File: src/rtl/mem_arb_pkg.sv
// Shared encodings for the icache/dcache main-memory port arbiter.
package mem_arb_pkg;

    typedef enum logic [1:0] {
        IDLE   = 2'd0,
        ACCESS = 2'd1,
        DONE   = 2'd2
    } state_t;

    typedef enum logic {
        REQ_I = 1'b0,
        REQ_D = 1'b1
    } req_id_t;

    typedef enum logic {
        OP_READ  = 1'b0,
        OP_WRITE = 1'b1
    } op_t;

    typedef struct packed {
        req_id_t id;
        op_t     op;
    } txn_ctl_t;

    // Read and write both high resolves to a write.
    function automatic op_t req_op(input logic wr);
        return wr ? OP_WRITE : OP_READ;
    endfunction

endpackage

File: src/rtl/arb_priority_sel.sv
// Grant select for the shared memory port: dcache first, icache forced through after MAX_D_STREAK dcache wins.
// Grants are combinational; the streak counter only moves on arbitration (IDLE) cycles.
module arb_priority_sel
    import mem_arb_pkg::*;
#(
    parameter int MAX_D_STREAK = 4
) (
    input  logic clk,
    input  logic reset,
    input  logic sample,
    input  logic i_req,
    input  logic d_req,
    output logic grant_i,
    output logic grant_d
);

    localparam int                  STREAK_W   = $clog2(MAX_D_STREAK + 1);
    localparam logic [STREAK_W-1:0] STREAK_MAX = STREAK_W'(MAX_D_STREAK);

    logic [STREAK_W-1:0] d_streak;
    logic                i_starved;

    always_comb begin
        i_starved = i_req && (d_streak == STREAK_MAX);
        grant_d   = sample && d_req && !i_starved;
        grant_i   = sample && i_req && !grant_d;
    end

    // Streak only counts dcache wins that actually made icache wait.
    always_ff @(posedge clk or posedge reset) begin
        if (reset) begin
            d_streak <= '0;
        end else if (sample) begin
            if (grant_i || !i_req) begin
                d_streak <= '0;
            end else if (grant_d && (d_streak != STREAK_MAX)) begin
                d_streak <= d_streak + 1'b1;
            end
        end
    end

endmodule

File: src/rtl/mem_port_arbiter.sv
// Shares one main-memory port between icache and dcache; one transaction at a time, IDLE -> ACCESS -> DONE.
// Latency 2 + memory wait cycles; requests are held levels, a stalled memory is aborted after TIMEOUT cycles.
module mem_port_arbiter
    import mem_arb_pkg::*;
#(
    parameter int ADDR_W       = 16,
    parameter int LINE_W       = 64,
    parameter int MAX_D_STREAK = 4,
    parameter int TIMEOUT      = 64
) (
    input  logic              clk,
    input  logic              reset,
    input  logic              i_readM,
    input  logic              i_writeM,
    input  logic [ADDR_W-1:0] i_addressM,
    input  logic [LINE_W-1:0] i_wdata,
    output logic [LINE_W-1:0] i_rdata,
    output logic              i_done,
    input  logic              d_readM,
    input  logic              d_writeM,
    input  logic [ADDR_W-1:0] d_addressM,
    input  logic [LINE_W-1:0] d_wdata,
    output logic [LINE_W-1:0] d_rdata,
    output logic              d_done,
    output logic              mem_read,
    output logic              mem_write,
    output logic [ADDR_W-1:0] mem_address,
    output logic [LINE_W-1:0] mem_wdata,
    input  logic [LINE_W-1:0] mem_rdata,
    input  logic              mem_ready,
    output logic              err,
    output logic              busy
);

    localparam int TIMER_W = $clog2(TIMEOUT + 1);

    state_t             state;
    state_t             state_nxt;
    txn_ctl_t           ctl;
    logic [TIMER_W-1:0] timer;
    logic               timed_out;
    logic               err_q;
    logic               i_req;
    logic               d_req;
    logic               grant_i;
    logic               grant_d;

    assign i_req     = i_readM || i_writeM;
    assign d_req     = d_readM || d_writeM;
    assign timed_out = (timer == TIMER_W'(TIMEOUT - 1));

    arb_priority_sel #(
        .MAX_D_STREAK (MAX_D_STREAK)
    ) u_sel (
        .clk     (clk),
        .reset   (reset),
        .sample  (state == IDLE),
        .i_req   (i_req),
        .d_req   (d_req),
        .grant_i (grant_i),
        .grant_d (grant_d)
    );

    always_ff @(posedge clk or posedge reset) begin
        if (reset) begin
            state <= IDLE;
        end else begin
            state <= state_nxt;
        end
    end

    always_comb begin
        state_nxt = state;
        unique case (state)
            IDLE:    if (grant_i || grant_d) state_nxt = ACCESS;
            ACCESS:  if (mem_ready || timed_out) state_nxt = DONE;
            DONE:    state_nxt = IDLE;
            default: state_nxt = IDLE;
        endcase
    end

    // Strobes and pulses decode from state only, so reset removes them without a clock.
    always_comb begin
        mem_read  = 1'b0;
        mem_write = 1'b0;
        i_done    = 1'b0;
        d_done    = 1'b0;
        err       = 1'b0;
        busy      = (state != IDLE);
        unique case (state)
            ACCESS: begin
                mem_read  = (ctl.op == OP_READ);
                mem_write = (ctl.op == OP_WRITE);
            end
            DONE: begin
                i_done = (ctl.id == REQ_I);
                d_done = (ctl.id == REQ_D);
                err    = err_q;
            end
            default: ;
        endcase
    end

    always_ff @(posedge clk or posedge reset) begin
        if (reset) begin
            ctl         <= '0;
            mem_address <= '0;
            mem_wdata   <= '0;
            i_rdata     <= '0;
            d_rdata     <= '0;
            timer       <= '0;
            err_q       <= 1'b0;
        end else begin
            unique case (state)
                IDLE: begin
                    if (grant_i || grant_d) begin
                        ctl.id      <= grant_d ? REQ_D : REQ_I;
                        ctl.op      <= grant_d ? req_op(d_writeM) : req_op(i_writeM);
                        mem_address <= grant_d ? d_addressM : i_addressM;
                        mem_wdata   <= grant_d ? d_wdata : i_wdata;
                        err_q       <= 1'b0;
                    end
                end
                ACCESS: begin
                    timer <= timer + 1'b1;
                    // A late mem_ready on the final cycle still counts as success.
                    if (mem_ready) begin
                        err_q <= 1'b0;
                        if (ctl.op == OP_READ) begin
                            if (ctl.id == REQ_D) begin
                                d_rdata <= mem_rdata;
                            end else begin
                                i_rdata <= mem_rdata;
                            end
                        end
                    end else if (timed_out) begin
                        err_q <= 1'b1;
                    end
                end
                DONE: begin
                    timer <= '0;
                end
                default: ;
            endcase
        end
    end

endmodule
File: config.mk
export PLATFORM = sky130hd
export DESIGN_NAME = mem_port_arbiter
export DESIGN_NICKNAME = d
export VERILOG_FILES = /design/src/rtl/mem_arb_pkg.sv /design/src/rtl/arb_priority_sel.sv /design/src/rtl/mem_port_arbiter.sv
export SDC_FILE = /design/constraint.sdc
export NUM_CORES = 1
export LEC_CHECK = 0
export ABC_AREA = 0
export CAP_MARGIN = 15
export CELL_PAD_IN_SITES_DETAIL_PLACEMENT = 2
export CELL_PAD_IN_SITES_GLOBAL_PLACEMENT = 2
export CORE_MARGIN = 5
export CORE_UTILIZATION = 25
export CTS_CLUSTER_DIAMETER = 30
export DETAILED_ROUTE_END_ITERATION = 16
export GPL_ROUTABILITY_DRIVEN = 0
export PLACE_DENSITY = 0.84
export SKIP_LAST_GASP = 1
export SLEW_MARGIN = 30
export SYNTH_ARGS = -nofsm -noshare
export SYNTH_HDL_FRONTEND = slang
export SYNTH_SLANG_ARGS = --single-unit
File: constraint.sdc
create_clock -name clk -period 10.19 [get_ports clk]
set_input_delay 1.5285 -clock clk [delete_from_list [all_inputs] [get_ports clk]]
set_output_delay 1.5285 -clock clk [all_outputs]
set_load 0.1 [all_outputs]
; After elaboration in Yosys (flattened, before gate mapping)
; Cells that the tools add are included.
[word_totals]
input_bits = 231
wordCells = 68
regBits = 223
output_inout_bits = 214
[op_classes]
bitwise = 2
n_reduce_logical = 25
n_eq_ne = 8
muxes = 21
addsub = 2
[op_table]
columns = operator, count
row1 = $mux W64, 1
row2 = $mux W16, 1
row3 = $pmux W7 S2, 1
row4 = $mux W1, 12
row5 = $reduce_and A4 Y1, 2
row6 = $reduce_bool A2 Y1, 4
row7 = $add A7 B1 Y7 const B, 1
row8 = $eq A7 B6 Y1 const B, 1
row9 = $logic_and A1 B1 Y1, 6
row10 = $mux W3, 2
row11 = $ne A3 B3 Y1 const B, 2
row12 = $reduce_and A2 Y1, 3
row13 = $logic_or A1 B1 Y1, 5
row14 = $mux W2, 2
row15 = $ne A2 B2 Y1 const B, 2
row16 = $pmux W2 S2, 1
row17 = $add A3 B1 Y3 const B, 1
row18 = $eq A3 B3 Y1 const B, 1
row19 = $logic_not A1 Y1, 3
row20 = $reduce_and A3 Y1, 1
row21 = $eq A2 B1 Y1 const B, 1
row22 = $eq A2 B2 Y1 const B, 1
row23 = $logic_not A2 Y1, 1
row24 = $not A1 Y1, 2
row25 = $pmux W1 S2, 1

; Depth between registers and ports, before layout
; Gate-level depths: netlist of the first run.
[depth]
depth_word = 9
ltp_mapped = 8
depth_no_buf = 6

; Modules after synthesis
; Synthesis of the first run repeated with hierarchy kept, for this count alone.
[hier_totals]
cells_unflattened = 721
area_unflattened_um2 = 9646.8
[modules_own_cells]
columns = mod, area_per_inst_um2, instances, cells_each, seq_area_each_um2
row1 = mem_port_arbiter, 9449.1, 1, 699, 5505.3
row2 = arb_priority_sel, 197.7, 1, 22, 75.1

; Least setup slack after synthesis of the first run
; No wires, ideal clock.
[synth_timing]
kind = register -> output
startpoint = register state[0]
endpoint = output i_done
stages_incl_launch_ff = 5
arrival_time_ps = 2245
path_slack_ps = 6416
path_buffers = 1
t_required_ps = 8661
cell_sequence = dfrtp_1 -> inv_1 -> ha_1 -> clkbuf_1 -> nor2b_1
[synth_via]
elab_chain_cells = 2
[synth_rtl]
columns = element, line
row1 = start: declaration, mem_port_arbiter.sv:37  ; state_t state;
row2 = start signal: assignment, mem_port_arbiter.sv:68  ; state <= state_nxt;
row3 = $eq A2 B2 Y1, mem_port_arbiter.sv:90  ; unique case (state)
row4 = $mux W1, mem_port_arbiter.sv:90
row5 = end: declaration, mem_port_arbiter.sv:18  ; output logic i_done,
; Every way passes these cells.

; Worst setup path in the final report of the first run
[layout_timing]
startpoint = register state[0]
endpoint = output err
[layout_via]
elab_chain_cells = 2
[layout_rtl]
columns = element, line
row1 = $eq A2 B2 Y1, mem_port_arbiter.sv:90
row2 = $mux W1, mem_port_arbiter.sv:90
row3 = end: declaration, mem_port_arbiter.sv:31  ; output logic err,
; Every way passes these cells.

==> results of run 1 <==
[per-layer routing]
| metal | vias up | routed length [um] |
|---|---|---|
| met5 | - | 11 |
| met2 | 362 | 20150 |
| met4 | 2 | 843 |
| met1 | 3869 | 14060 |
| met3 | 55 | 4065 |
| li1 | 3466 | - |
[synthesized netlist by cell type, types with 4 or more instances]
cell | instances | share of area, %
sky130_fd_sc_hd__nand2_1 | 91 | 3.6
sky130_fd_sc_hd__inv_1 | 12 | 0.48
sky130_fd_sc_hd__mux2_2 | 128 | 15
sky130_fd_sc_hd__clkbuf_2 | 6 | 0.32
sky130_fd_sc_hd__a21oi_1 | 4 | 0.21
sky130_fd_sc_hd__mux2i_1 | 82 | 8.7
sky130_fd_sc_hd__mux2_1 | 4 | 0.48
sky130_fd_sc_hd__dfrtp_1 | 223 | 59
sky130_fd_sc_hd__buf_4 | 6 | 0.48
sky130_fd_sc_hd__ha_1 | 8 | 1.1
sky130_fd_sc_hd__o21ai_0 | 74 | 3.9
sky130_fd_sc_hd__buf_6 | 22 | 2.6
sky130_fd_sc_hd__o21ai_1 | 12 | 0.64
sky130_fd_sc_hd__o22ai_1 | 4 | 0.27
[area by class of cell]
cell class | instances | area [um^2] | area share [%]
Antenna cell | 3 | 7.507 | 0.04638
Clock buffer | 71 | 1582 | 9.770
Clock inverter | 38 | 449.2 | 2.775
Inverter | 12 | 52.55 | 0.3246
Multi-Input combinational cell | 436 | 3445 | 21.28
Sequential cell | 223 | 5580 | 34.47
Tap cell | 511 | 639.4 | 3.950
Timing Repair Buffer | 454 | 4433 | 27.38
[path summary, 6_finish.rpt]
path                            slack (ps)                      start                         to
worst max-delay path                  5820       state[0]$_DFFE_PP0P_                        err
worst min-delay path                   470  mem_wdata[14]$_DFFE_PP0P_  mem_wdata[14]$_DFFE_PP0P_
worst max register to register        7200       state[0]$_DFFE_PP0P_  mem_wdata[55]$_DFFE_PP0P_
worst min register to register         470  mem_wdata[14]$_DFFE_PP0P_  mem_wdata[14]$_DFFE_PP0P_
max in group asynchronous             6760                      reset  mem_wdata[46]$_DFFE_PP0P_
min in group asynchronous             1520                      reset    i_rdata[10]$_DFFE_PP0P_
[state kept, by name (all words and copies together), names as in the netlist, 2 cells and up]
name,count
timer,7
ctl,2
u_sel.d_streak,3
state,2
d_rdata,64
mem_address,16
i_rdata,64
mem_wdata,64
[critical path, cell delays in order (launching register included)]
cell and delay (ps):
sky130_fd_sc_hd__dfrtp_1 410, sky130_fd_sc_hd__inv_1 130, sky130_fd_sc_hd__ha_1 400, sky130_fd_sc_hd__and2_1 190, sky130_fd_sc_hd__clkdlybuf4s50_1 1150
[cells by family after synthesis]
logic type	Yosys count	share of synthesized area [%]
buffers and inverters	53	4.328
adders and majority gates	8	1.062
muxes	214	24.48
xor gates and xnor gates	3	0.2788
and+or+nand+nor	112	5.191
AOI/OAI and AO/OA	99	5.456
DFF	223	59.21
[per-stage QoR]
step	instances	setup slack [ps]	hold slack (ps)	utilization (%)	instance area, um^2
floorplan	712	2555	484.0	-	9425
global placement	1633	5709	460.7	38.00	14210
detailed placement	1633	5554	469.9	37.91	14180
CTS	1742	5755	483.4	43.34	16210
global route	1748	5701	507.1	43.28	16190
finish	1748	5821	473.9	43.28	16190
==> impl_metrics.sql, run 1 <==
INSERT INTO impl_metrics (metric_group, metric, value, unit) VALUES
('setup_path', 'worst_r2r_path_depth', '8', ''),
('sta', 'grt_setup_unrepaired', 'no', ''),
('sta', 'hold_viol_final', '0', ''),
('die', 'die_h', '204.2', 'um'),
('grt', 'grt.busiest_layer', 'met2', ''),
('clocking', 'cts.root.buffer_cell', 'sky130_fd_sc_hd__clkbuf_16', ''),
('yosys', 'synth.distinct_cells', '35', ''),
('sta', 'maxSlewHeadroom', '30.39', '%'),
('detailed_routing', 'wl_per_cell', '22.39', 'um'),
('sta', 'transition_time_at_the_pin_with_the_least_slew_margin', '1041', 'ps'),
('die', 'die_w', '204.2', 'um'),
('grt', 'track_usage', '18.26', '%'),
('die', 'num_io_pins', '445', ''),
('grt', 'grt_pass1_vias', '9348', ''),
('hold_path', 'timing.hold.worst.class', 'flop to flop', ''),
('clocking', 'cts_resized', '0', ''),
('clocking', 'clock_sink_count', '223', ''),
('clocking', 'clock_tree.buffer_depth', '3', ''),
('sta', 'clock_skew', '20.88', 'ps'),
('grt', 'grt.met1_usage', '19.14', '%'),
('clocking', 'htreeDepth', '2', ''),
('clocking', 'worst_setup_hold_path_clk_slew', '40', 'ps'),
('final_layout', 'most-common-layout-cells', 'sky130_fd_sc_hd__clkdlybuf4s50_1 (414), sky130_fd_sc_hd__dfrtp_1 (223), sky130_fd_sc_hd__mux2_2 (128)', ''),
('sta', 'tns', '0', 'ps'),
('detailed_routing', 'ant_nets', '0', ''),
('setup_path', 'crit_path_start_kind', 'flop', ''),
('grt', 'grt_first_pass_wirelength', '58.80', 'mm'),
('sta', 'max_freq', '228.9', 'MHz'),
('final_layout', 'mostFrequentLayoutCell', 'sky130_fd_sc_hd__clkdlybuf4s50_1', ''),
('sta', 'finalWorstPathRequiredPeriod', '4369', 'ps'),
('yosys', 'count_of_flip_flops_with_a_built_in_enable_after_synthesis', '0', ''),
('grt', 'grtUsageMet2', '32.49', '%'),
('hold_path', 'whs_path_depth', '2', ''),
('placed_design', 'buffer_ports.inserted', '444', ''),
('detailed_routing', 'drtPass1Iterations', '4', ''),
('yosys', 'fraction_of_the_yosys_area_taken_by_sequential_cells', '59.21', '%'),
('setup_path', 'worst-endpoint-required', '8660', 'ps'),
('clocking', 'clk-insertion-delay-late', '580', 'ps'),
('setup_path', 'critical_path_class', 'flop to output port', ''),
('die', 'floorplan.initialDensity', '25.20', '%'),
('sta', 'layout_worst_path_cycle_share', '42.88', '%'),
('grt', 'antenna_found_initial', '5', ''),
('detailed_routing', 'viasPerCell', '4.436', ''),
('yosys', 'syn-num-nets', '951', ''),
('yosys', 'asyncSetResetFlopFracSynth', '100.0', '%'),
('placed_design', 'dp_hpwl', '26.03', 'mm'),
('yosys', 'syn-cell-area', '0.009425', 'mm^2'),
('yosys', 'synthesis.yosys.warnings', '0', ''),
('detailed_routing', 'routed-via-count', '7754', ''),
('detailed_routing', 'drt_wl_total', '39.13', 'mm'),
('grt', 'grt.met3_usage', '8.918', '%'),
('setup_path', 'arrival', '2840', 'ps'),
('yosys', 'netlist_instances', '712', ''),
('final_layout', 'syn2layout_area_growth', '71.75', '%'),
('detailed_routing', 'dr.first_iter.drc_count', '117', ''),
('final_layout', 'fillerInstances', '3724', ''),
('detailed_routing', 'detailed_route_drc_error_count', '0', ''),
('die', 'rows', '71', ''),
('sta', 'drv_slew', '0', ''),
('clocking', 'clock_buffer_count_from_cts', '58', ''),
('die', 'dieArea', '0.04168', 'mm^2'),
('clocking', 'cts_tree', 'done', ''),
('yosys', 'synth_area_per_cell', '13.24', 'um^2'),
('clocking', 'cts_hold_buf', '0', ''),
('grt', 'grt_start_max_net_pins', '112', ''),
('flow_run', 'maxCapViolations', '0', ''),
('yosys', 'postSynthRegisterBits', '223', ''),
('sta', 'finalSetupViolations', '0', ''),
('yosys', 'ys.flop_type', 'sky130_fd_sc_hd__dfrtp_1', ''),
('run_status', 'status', 'complete, no violations', ''),
('grt', 'grt_remaining_overflow', '0', ''),
('final_layout', 'layout-drive-gt1-share', '22.45', '%'),
('clocking', 'post-cts-setup-buffers', '0', ''),
('die', 'fp.coreArea', '0.03740', 'mm^2'),
('setup_path', 'critical_path_peak_fanout', '10', ''),
('final_layout', 'nets', '1424', ''),
('setup_path', 'timing.critical_path.to_type', 'output port', '');
Power of run 1 is not shown: default switching activity piles up to over one toggle a cycle in this logic, so the estimate is an artifact.
==> inputs of run 2 (changes only) <==
- clock period: 10.19 -> 4.15 ns (I/O delays scaled with it)
==> run 2 against run 1 <==
  * Sequential cell count unchanged
  * Global-route usage up 0.57 points
  * Clock skew up 3.0 ps
  * Cell count up 0.69%
  * Setup slack worse by 5100 ps
  * Design area up 2.1%
==> impl_metrics.sql, run 2 (same netlist as run 1, synthesis figures left out) <==
INSERT INTO impl_metrics (metric_group, metric, value, unit) VALUES
('final_layout', 'fin_area', '0.01652', 'mm^2'),
('clocking', 'cts_resized', '0', ''),
('final_layout', 'syn2layout_area_growth', '75.31', '%'),
('clocking', 'clock_tree.buffer_depth', '3', ''),
('sta', 'max_freq', '290.6', 'MHz'),
('run_status', 'status', 'complete, no violations', ''),
('final_layout', 'nets', '1435', ''),
('sta', 'hold_viol_final', '0', ''),
('setup_path', 'worst-endpoint-required', '3530', 'ps'),
('placed_design', 'placed_cells_incl_taps', '1637', ''),
('sta', 'tns', '0', 'ps'),
('detailed_routing', 'dr.first_iter.drc_count', '187', ''),
('detailed_routing', 'ant_nets', '0', ''),
('clocking', 'post-cts-setup-buffers', '0', ''),
('setup_path', 'critical_path.slowest_cell', 'sky130_fd_sc_hd__clkdlybuf4s50_1', ''),
('detailed_routing', 'viasPerCell', '4.427', ''),
('final_layout', 'multiInputGateArea', '0.003445', 'mm^2'),
('sta', 'maxSlewHeadroom', '29.81', '%'),
('detailed_routing', 'wl_per_cell', '23.00', 'um'),
('detailed_routing', 'drt_wl_total', '40.47', 'mm'),
('die', 'fp.coreArea', '0.03740', 'mm^2'),
('setup_path', 'critical_path_class', 'flop to output port', ''),
('die', 'dieArea', '0.04168', 'mm^2'),
('sta', 'layout_worst_path_cycle_share', '82.91', '%'),
('final_layout', 'fin_cells', '1760', ''),
('setup_path', 'critical_path_cell_list', 'inv_1 -> ha_1 -> nor2b_1 -> clkdlybuf4s50_1', ''),
('clocking', 'cts_tree', 'done', ''),
('hold_path', 'timing.hold.worst.class', 'primary input to asynchronous set/reset pin', ''),
('final_layout', 'fillerInstances', '3660', ''),
('grt', 'grt_remaining_overflow', '0', ''),
('clocking', 'cts_hold_buf', '0', ''),
('die', 'die_h', '204.2', 'um'),
('placed_design', 'buffer_ports.inserted', '444', ''),
('sta', 'final.hold.worst_slack', '480.3', 'ps'),
('die', 'num_io_pins', '445', ''),
('grt', 'grt_start_max_net_pins', '84', ''),
('grt', 'track_usage', '18.83', '%'),
('setup_path', 'critical_path_peak_fanout', '10', ''),
('setup_path', 'timing.critical_path.max_delay_family', 'buffers and inverters', ''),
('sta', 'clock_skew', '23.91', 'ps'),
('die', 'rows', '71', ''),
('placed_design', 'detailed_place.area', '0.01427', 'mm^2'),
('clocking', 'clk-insertion-delay-late', '570', 'ps'),
('sta', 'finalSetupViolations', '0', ''),
('final_layout', 'mostFrequentLayoutCell', 'sky130_fd_sc_hd__clkdlybuf4s50_1', ''),
('detailed_routing', 'drtPass1Iterations', '4', ''),
('sta', 'grt_setup_unrepaired', 'no', ''),
('final_layout', 'diodes', '0', ''),
('final_layout', 'ff_latch_area', '0.005580', 'mm^2'),
('setup_path', 'max_stage_delay', '1170', 'ps'),
('grt', 'grt_first_pass_wirelength', '59.98', 'mm'),
('final_layout', 'most-common-layout-cells', 'sky130_fd_sc_hd__clkdlybuf4s50_1 (414), sky130_fd_sc_hd__dfrtp_1 (223), sky130_fd_sc_hd__mux2_2 (128)', ''),
('clocking', 'clock_buffer_count_from_cts', '68', ''),
('setup_path', 'arrival', '2820', 'ps'),
('clocking', 'clock_sink_count', '223', ''),
('clocking', 'cts.root.buffer_cell', 'sky130_fd_sc_hd__clkbuf_16', ''),
('flow_run', 'maxCapViolations', '0', ''),
('detailed_routing', 'detailed_route_drc_error_count', '0', ''),
('placed_design', 'dp_hpwl', '26.87', 'mm'),
('setup_path', 'timing.critical_path.to_type', 'output port', ''),
('detailed_routing', 'routed-via-count', '7791', ''),
('setup_path', 'reg2reg_slack', '1850', 'ps'),
('die', 'floorplan.initialDensity', '25.20', '%'),
('grt', 'grt_pass1_vias', '9392', ''),
('final_layout', 'layout-drive-gt1-share', '23.54', '%'),
('die', 'die_w', '204.2', 'um'),
('sta', 'transition_time_at_the_pin_with_the_least_slew_margin', '1050', 'ps'),
('final_layout', 'biggestRegsByFlops', 'd_rdata x64, i_rdata x64, mem_wdata x64', ''),
('clocking', 'worst_setup_hold_path_clk_slew', '40', 'ps'),
('clocking', 'htreeDepth', '3', ''),
('setup_path', 'crit_path_start_kind', 'flop', ''),
('sta', 'finalWorstPathRequiredPeriod', '3441', 'ps'),
('setup_path', 'critical_path.n_buffers_inverters', '2', ''),
('grt', 'antenna_found_initial', '2', ''),
('sta', 'drv_slew', '0', '');
[run 2: cell count changes in the layout (fill, tap and decap cells not counted), sizes merged]
cell / delta
buf: -2
diode: -3
bufinv: -5
inv: +1
clkinv: -7
clkinvlp: -2
clkbuf: +30
[run 2: layer usage]
layer	vias up	track usage (%)	share of wire, %
li1	3476	-	-
met1	3851	19.63	36
met2	389	33.59	50
met3	71	8.569	11
met4	4	6.437	2.6
met5	-	0	0.074
[run 2: cell type report]
cell class | instances | share of cell area, %
repair buffers | 455 | 26.94
inverters | 12 | 0.2953
clock inverters | 25 | 1.719
clock buffers | 98 | 12.55
well taps | 511 | 3.869
flip-flops and latches | 223 | 33.77
multi-input cells | 436 | 20.85
[run 2: worst reg2reg max path, cell delays in order, from the launching register on]
cell	delay (ps)
sky130_fd_sc_hd__dfrtp_1	370
sky130_fd_sc_hd__inv_1	110
sky130_fd_sc_hd__ha_1	240
sky130_fd_sc_hd__nor2b_4	150
sky130_fd_sc_hd__nand3_2	70
sky130_fd_sc_hd__buf_4	690
sky130_fd_sc_hd__mux2_2	560
[run 2: worst paths after layout]
path                                            start                         end  cells after the start
max                              state[0]$_DFFE_PP0P_                      i_done                      4
min                                             reset     i_rdata[60]$_DFFE_PP0P_                      2
max reg2reg                      state[1]$_DFFE_PP0P_     d_rdata[35]$_DFFE_PP0P_                      6
min reg2reg                mem_address[3]$_DFFE_PP0P_  mem_address[3]$_DFFE_PP0P_                      2
max in group asynchronous                       reset  mem_address[1]$_DFFE_PP0P_                      3
min in group clk           mem_address[3]$_DFFE_PP0P_  mem_address[3]$_DFFE_PP0P_                      2
[run 2: metrics by stage]
stage / setup WS [ps] / util, %
finish: 709.3 / 44.18
global route: 577.1 / 44.18
CTS: 631.2 / 44.47
detailed placement: 1228 / 38.17
global placement: 1369 / 38.28
floorplan: 617.5 / -
Power of run 2 is left out for the same reason.
==> inputs of run 3 (changes only) <==
- clock period: 4.15 -> 3.5 ns (I/O delays scaled with it)
==> run 3 against run 2 <==
  * Global-route usage down 0.50 points
  * Cell count fell by 0.34%
  * Core utilization is 0.35 points lower
  * Critical path depth decreased by 3
==> impl_metrics.sql, run 3 (same netlist as run 1, synthesis figures left out) <==
INSERT INTO impl_metrics (metric_group, metric, value, unit) VALUES
('die', 'floorplan.initialDensity', '25.20', '%'),
('clocking', 'clk-insertion-delay-late', '590', 'ps'),
('setup_path', 'max_stage_delay', '1190', 'ps'),
('grt', 'grt_start_max_net_pins', '105', ''),
('detailed_routing', 'wl_per_cell', '22.38', 'um'),
('clocking', 'cts.root.buffer_cell', 'sky130_fd_sc_hd__clkbuf_16', ''),
('clocking', 'clock_buffer_count_from_cts', '60', ''),
('detailed_routing', 'detailed_route_drc_error_count', '0', ''),
('die', 'die_h', '204.2', 'um'),
('final_layout', 'most-common-layout-cells', 'sky130_fd_sc_hd__clkdlybuf4s50_1 (405), sky130_fd_sc_hd__dfrtp_1 (223), sky130_fd_sc_hd__mux2_2 (128)', ''),
('hold_path', 'timing.hold.worst.class', 'primary input to asynchronous set/reset pin', ''),
('sta', 'grt_setup_unrepaired', 'no', ''),
('sta', 'maxSlewHeadroom', '30.05', '%'),
('setup_path', 'critical_path_peak_fanout', '2', ''),
('detailed_routing', 'drt_wl_total', '39.25', 'mm'),
('die', 'dieArea', '0.04168', 'mm^2'),
('detailed_routing', 'met2_wirelength', '20.32', 'mm'),
('sta', 'layout_worst_path_cycle_share', '77.53', '%'),
('sta', 'hold_viol_final', '0', ''),
('grt', 'grt_pass1_vias', '9329', ''),
('placed_design', 'dp_hpwl', '27.46', 'mm'),
('grt', 'antenna_found_initial', '1', ''),
('die', 'die_w', '204.2', 'um'),
('clocking', 'clock_sink_count', '223', ''),
('clocking', 'cts_tree', 'done', ''),
('setup_path', 'critical_path.slowest_cell', 'sky130_fd_sc_hd__clkdlybuf4s50_1', ''),
('setup_path', 'worst_r2r_path_depth', '6', ''),
('placed_design', 'buffer_ports.inserted', '444', ''),
('clocking', 'cts_resized', '0', ''),
('sta', 'clock_skew', '25.39', 'ps'),
('die', 'num_io_pins', '445', ''),
('detailed_routing', 'top_layer', 'met4', ''),
('setup_path', 'critical_path_class', 'flop to output port', ''),
('setup_path', 'crit_path_start_kind', 'flop', ''),
('detailed_routing', 'routed-via-count', '7697', ''),
('final_layout', 'fillerInstances', '3693', ''),
('sta', 'max_freq', '368.5', 'MHz'),
('detailed_routing', 'drtPass1Iterations', '4', ''),
('detailed_routing', 'ant_nets', '0', ''),
('clocking', 'htreeDepth', '2', ''),
('final_layout', 'syn2layout_area_growth', '73.90', '%'),
('final_layout', 'diodes', '0', ''),
('sta', 'transition_time_at_the_pin_with_the_least_slew_margin', '1046', 'ps'),
('setup_path', 'critical_path.n_buffers_inverters', '1', ''),
('detailed_routing', 'viasPerCell', '4.388', ''),
('setup_path', 'timing.critical_path.to_type', 'output port', ''),
('sta', 'finalWorstPathRequiredPeriod', '2714', 'ps'),
('grt', 'track_usage', '18.33', '%'),
('run_status', 'status', 'complete, no violations', ''),
('setup_path', 'cp_num_cells', '1', ''),
('final_layout', 'mostFrequentLayoutCell', 'sky130_fd_sc_hd__clkdlybuf4s50_1', ''),
('setup_path', 'r2r_end', 'd_rdata[3]$_DFFE_PP0P_', ''),
('detailed_routing', 'route.met3.wl', '4.287', 'mm'),
('setup_path', 'worst-endpoint-required', '2970', 'ps'),
('detailed_routing', 'route.layer.met1.wl', '14.05', 'mm'),
('setup_path', 'rr_startpoint', 'state[1]$_DFFE_PP0P_', ''),
('sta', 'drv_slew', '0', ''),
('clocking', 'clock_tree.buffer_depth', '3', ''),
('setup_path', 'timing.critical_path.max_delay_family', 'buffers and inverters', ''),
('clocking', 'post-cts-setup-buffers', '0', ''),
('grt', 'grt_remaining_overflow', '0', ''),
('flow_run', 'maxCapViolations', '0', ''),
('clocking', 'cts_hold_buf', '0', ''),
('sta', 'tns', '0', 'ps'),
('clocking', 'worst_setup_hold_path_clk_slew', '50', 'ps'),
('detailed_routing', 'dr.first_iter.drc_count', '150', ''),
('setup_path', 'reg2reg_slack', '980', 'ps'),
('die', 'fp.coreArea', '0.03740', 'mm^2'),
('grt', 'grt_first_pass_wirelength', '58.53', 'mm'),
('sta', 'finalSetupViolations', '0', ''),
('setup_path', 'critical_path_cell_list', 'clkdlybuf4s50_1', ''),
('die', 'rows', '71', ''),
('final_layout', 'nets', '1433', ''),
('final_layout', 'biggestRegsByFlops', 'd_rdata x64, i_rdata x64, mem_wdata x64', ''),
('final_layout', 'layout-drive-gt1-share', '23.81', '%'),
('setup_path', 'arrival', '2190', 'ps');
[run 3: cell types whose count changed in the layout (fill, tap and decap cells not counted)]
cell,delta
sky130_fd_sc_hd__clkinv_16,-1
sky130_fd_sc_hd__clkbuf_16,-8
sky130_fd_sc_hd__buf_4,+13
sky130_fd_sc_hd__clkbuf_1,+1
sky130_fd_sc_hd__buf_2,-2
sky130_fd_sc_hd__clkbuf_8,-15
sky130_fd_sc_hd__buf_12,+4
sky130_fd_sc_hd__clkinv_2,+3
sky130_fd_sc_hd__bufinv_16,+7
sky130_fd_sc_hd__clkinv_4,+1
sky130_fd_sc_hd__clkinvlp_4,+3
sky130_fd_sc_hd__clkinv_8,-1
sky130_fd_sc_hd__inv_6,-2
sky130_fd_sc_hd__clkdlybuf4s50_1,-9
[run 3: how the worst max path moves through the flow]
stage	start	to
floorplan	reset	ctl[0]$_DFFE_PP0P_
global placement	mem_ready	d_rdata[18]$_DFFE_PP0P_
detailed placement	mem_ready	d_rdata[3]$_DFFE_PP0P_
CTS	d_rdata[6]$_DFFE_PP0P_	d_rdata[6]
global route	d_rdata[57]$_DFFE_PP0P_	d_rdata[57]
finish	d_rdata[6]$_DFFE_PP0P_	d_rdata[6]
[run 3: routing by layer]
layer,vias up,GRT usage [%]
met1,3824,19.15
met4,0,4.068
met3,48,9.061
li1,3465,-
met5,-,0
met2,360,33.20
[run 3: per-stage QoR]
step | cell area [um^2] | setup WS (ps) | util (%) | hold WS [ps] | std cells
finish | 16390 | 786.3 | 43.83 | 292.5 | 1754
global placement | 14380 | 890.2 | 38.46 | 460.3 | 1643
global route | 16390 | 724.5 | 43.83 | 293.8 | 1754
CTS | 16520 | 714.0 | 44.17 | 255.8 | 1754
detailed placement | 14370 | 805.1 | 38.43 | 473.4 | 1643
floorplan | 9429 | 64.96 | - | 484.0 | 712
[run 3: layout make-up]
cell class	instances	area (um^2)	area share, %
timing repair buffer	461	4529	27.63
clock buffer	76	1672	10.20
sequential	223	5580	34.05
multi-input combinational	436	3445	21.02
tap	511	639.4	3.901
clock inverter	35	476.7	2.908
inverter	12	48.80	0.2977
Power of run 3 is left out for the same reason.
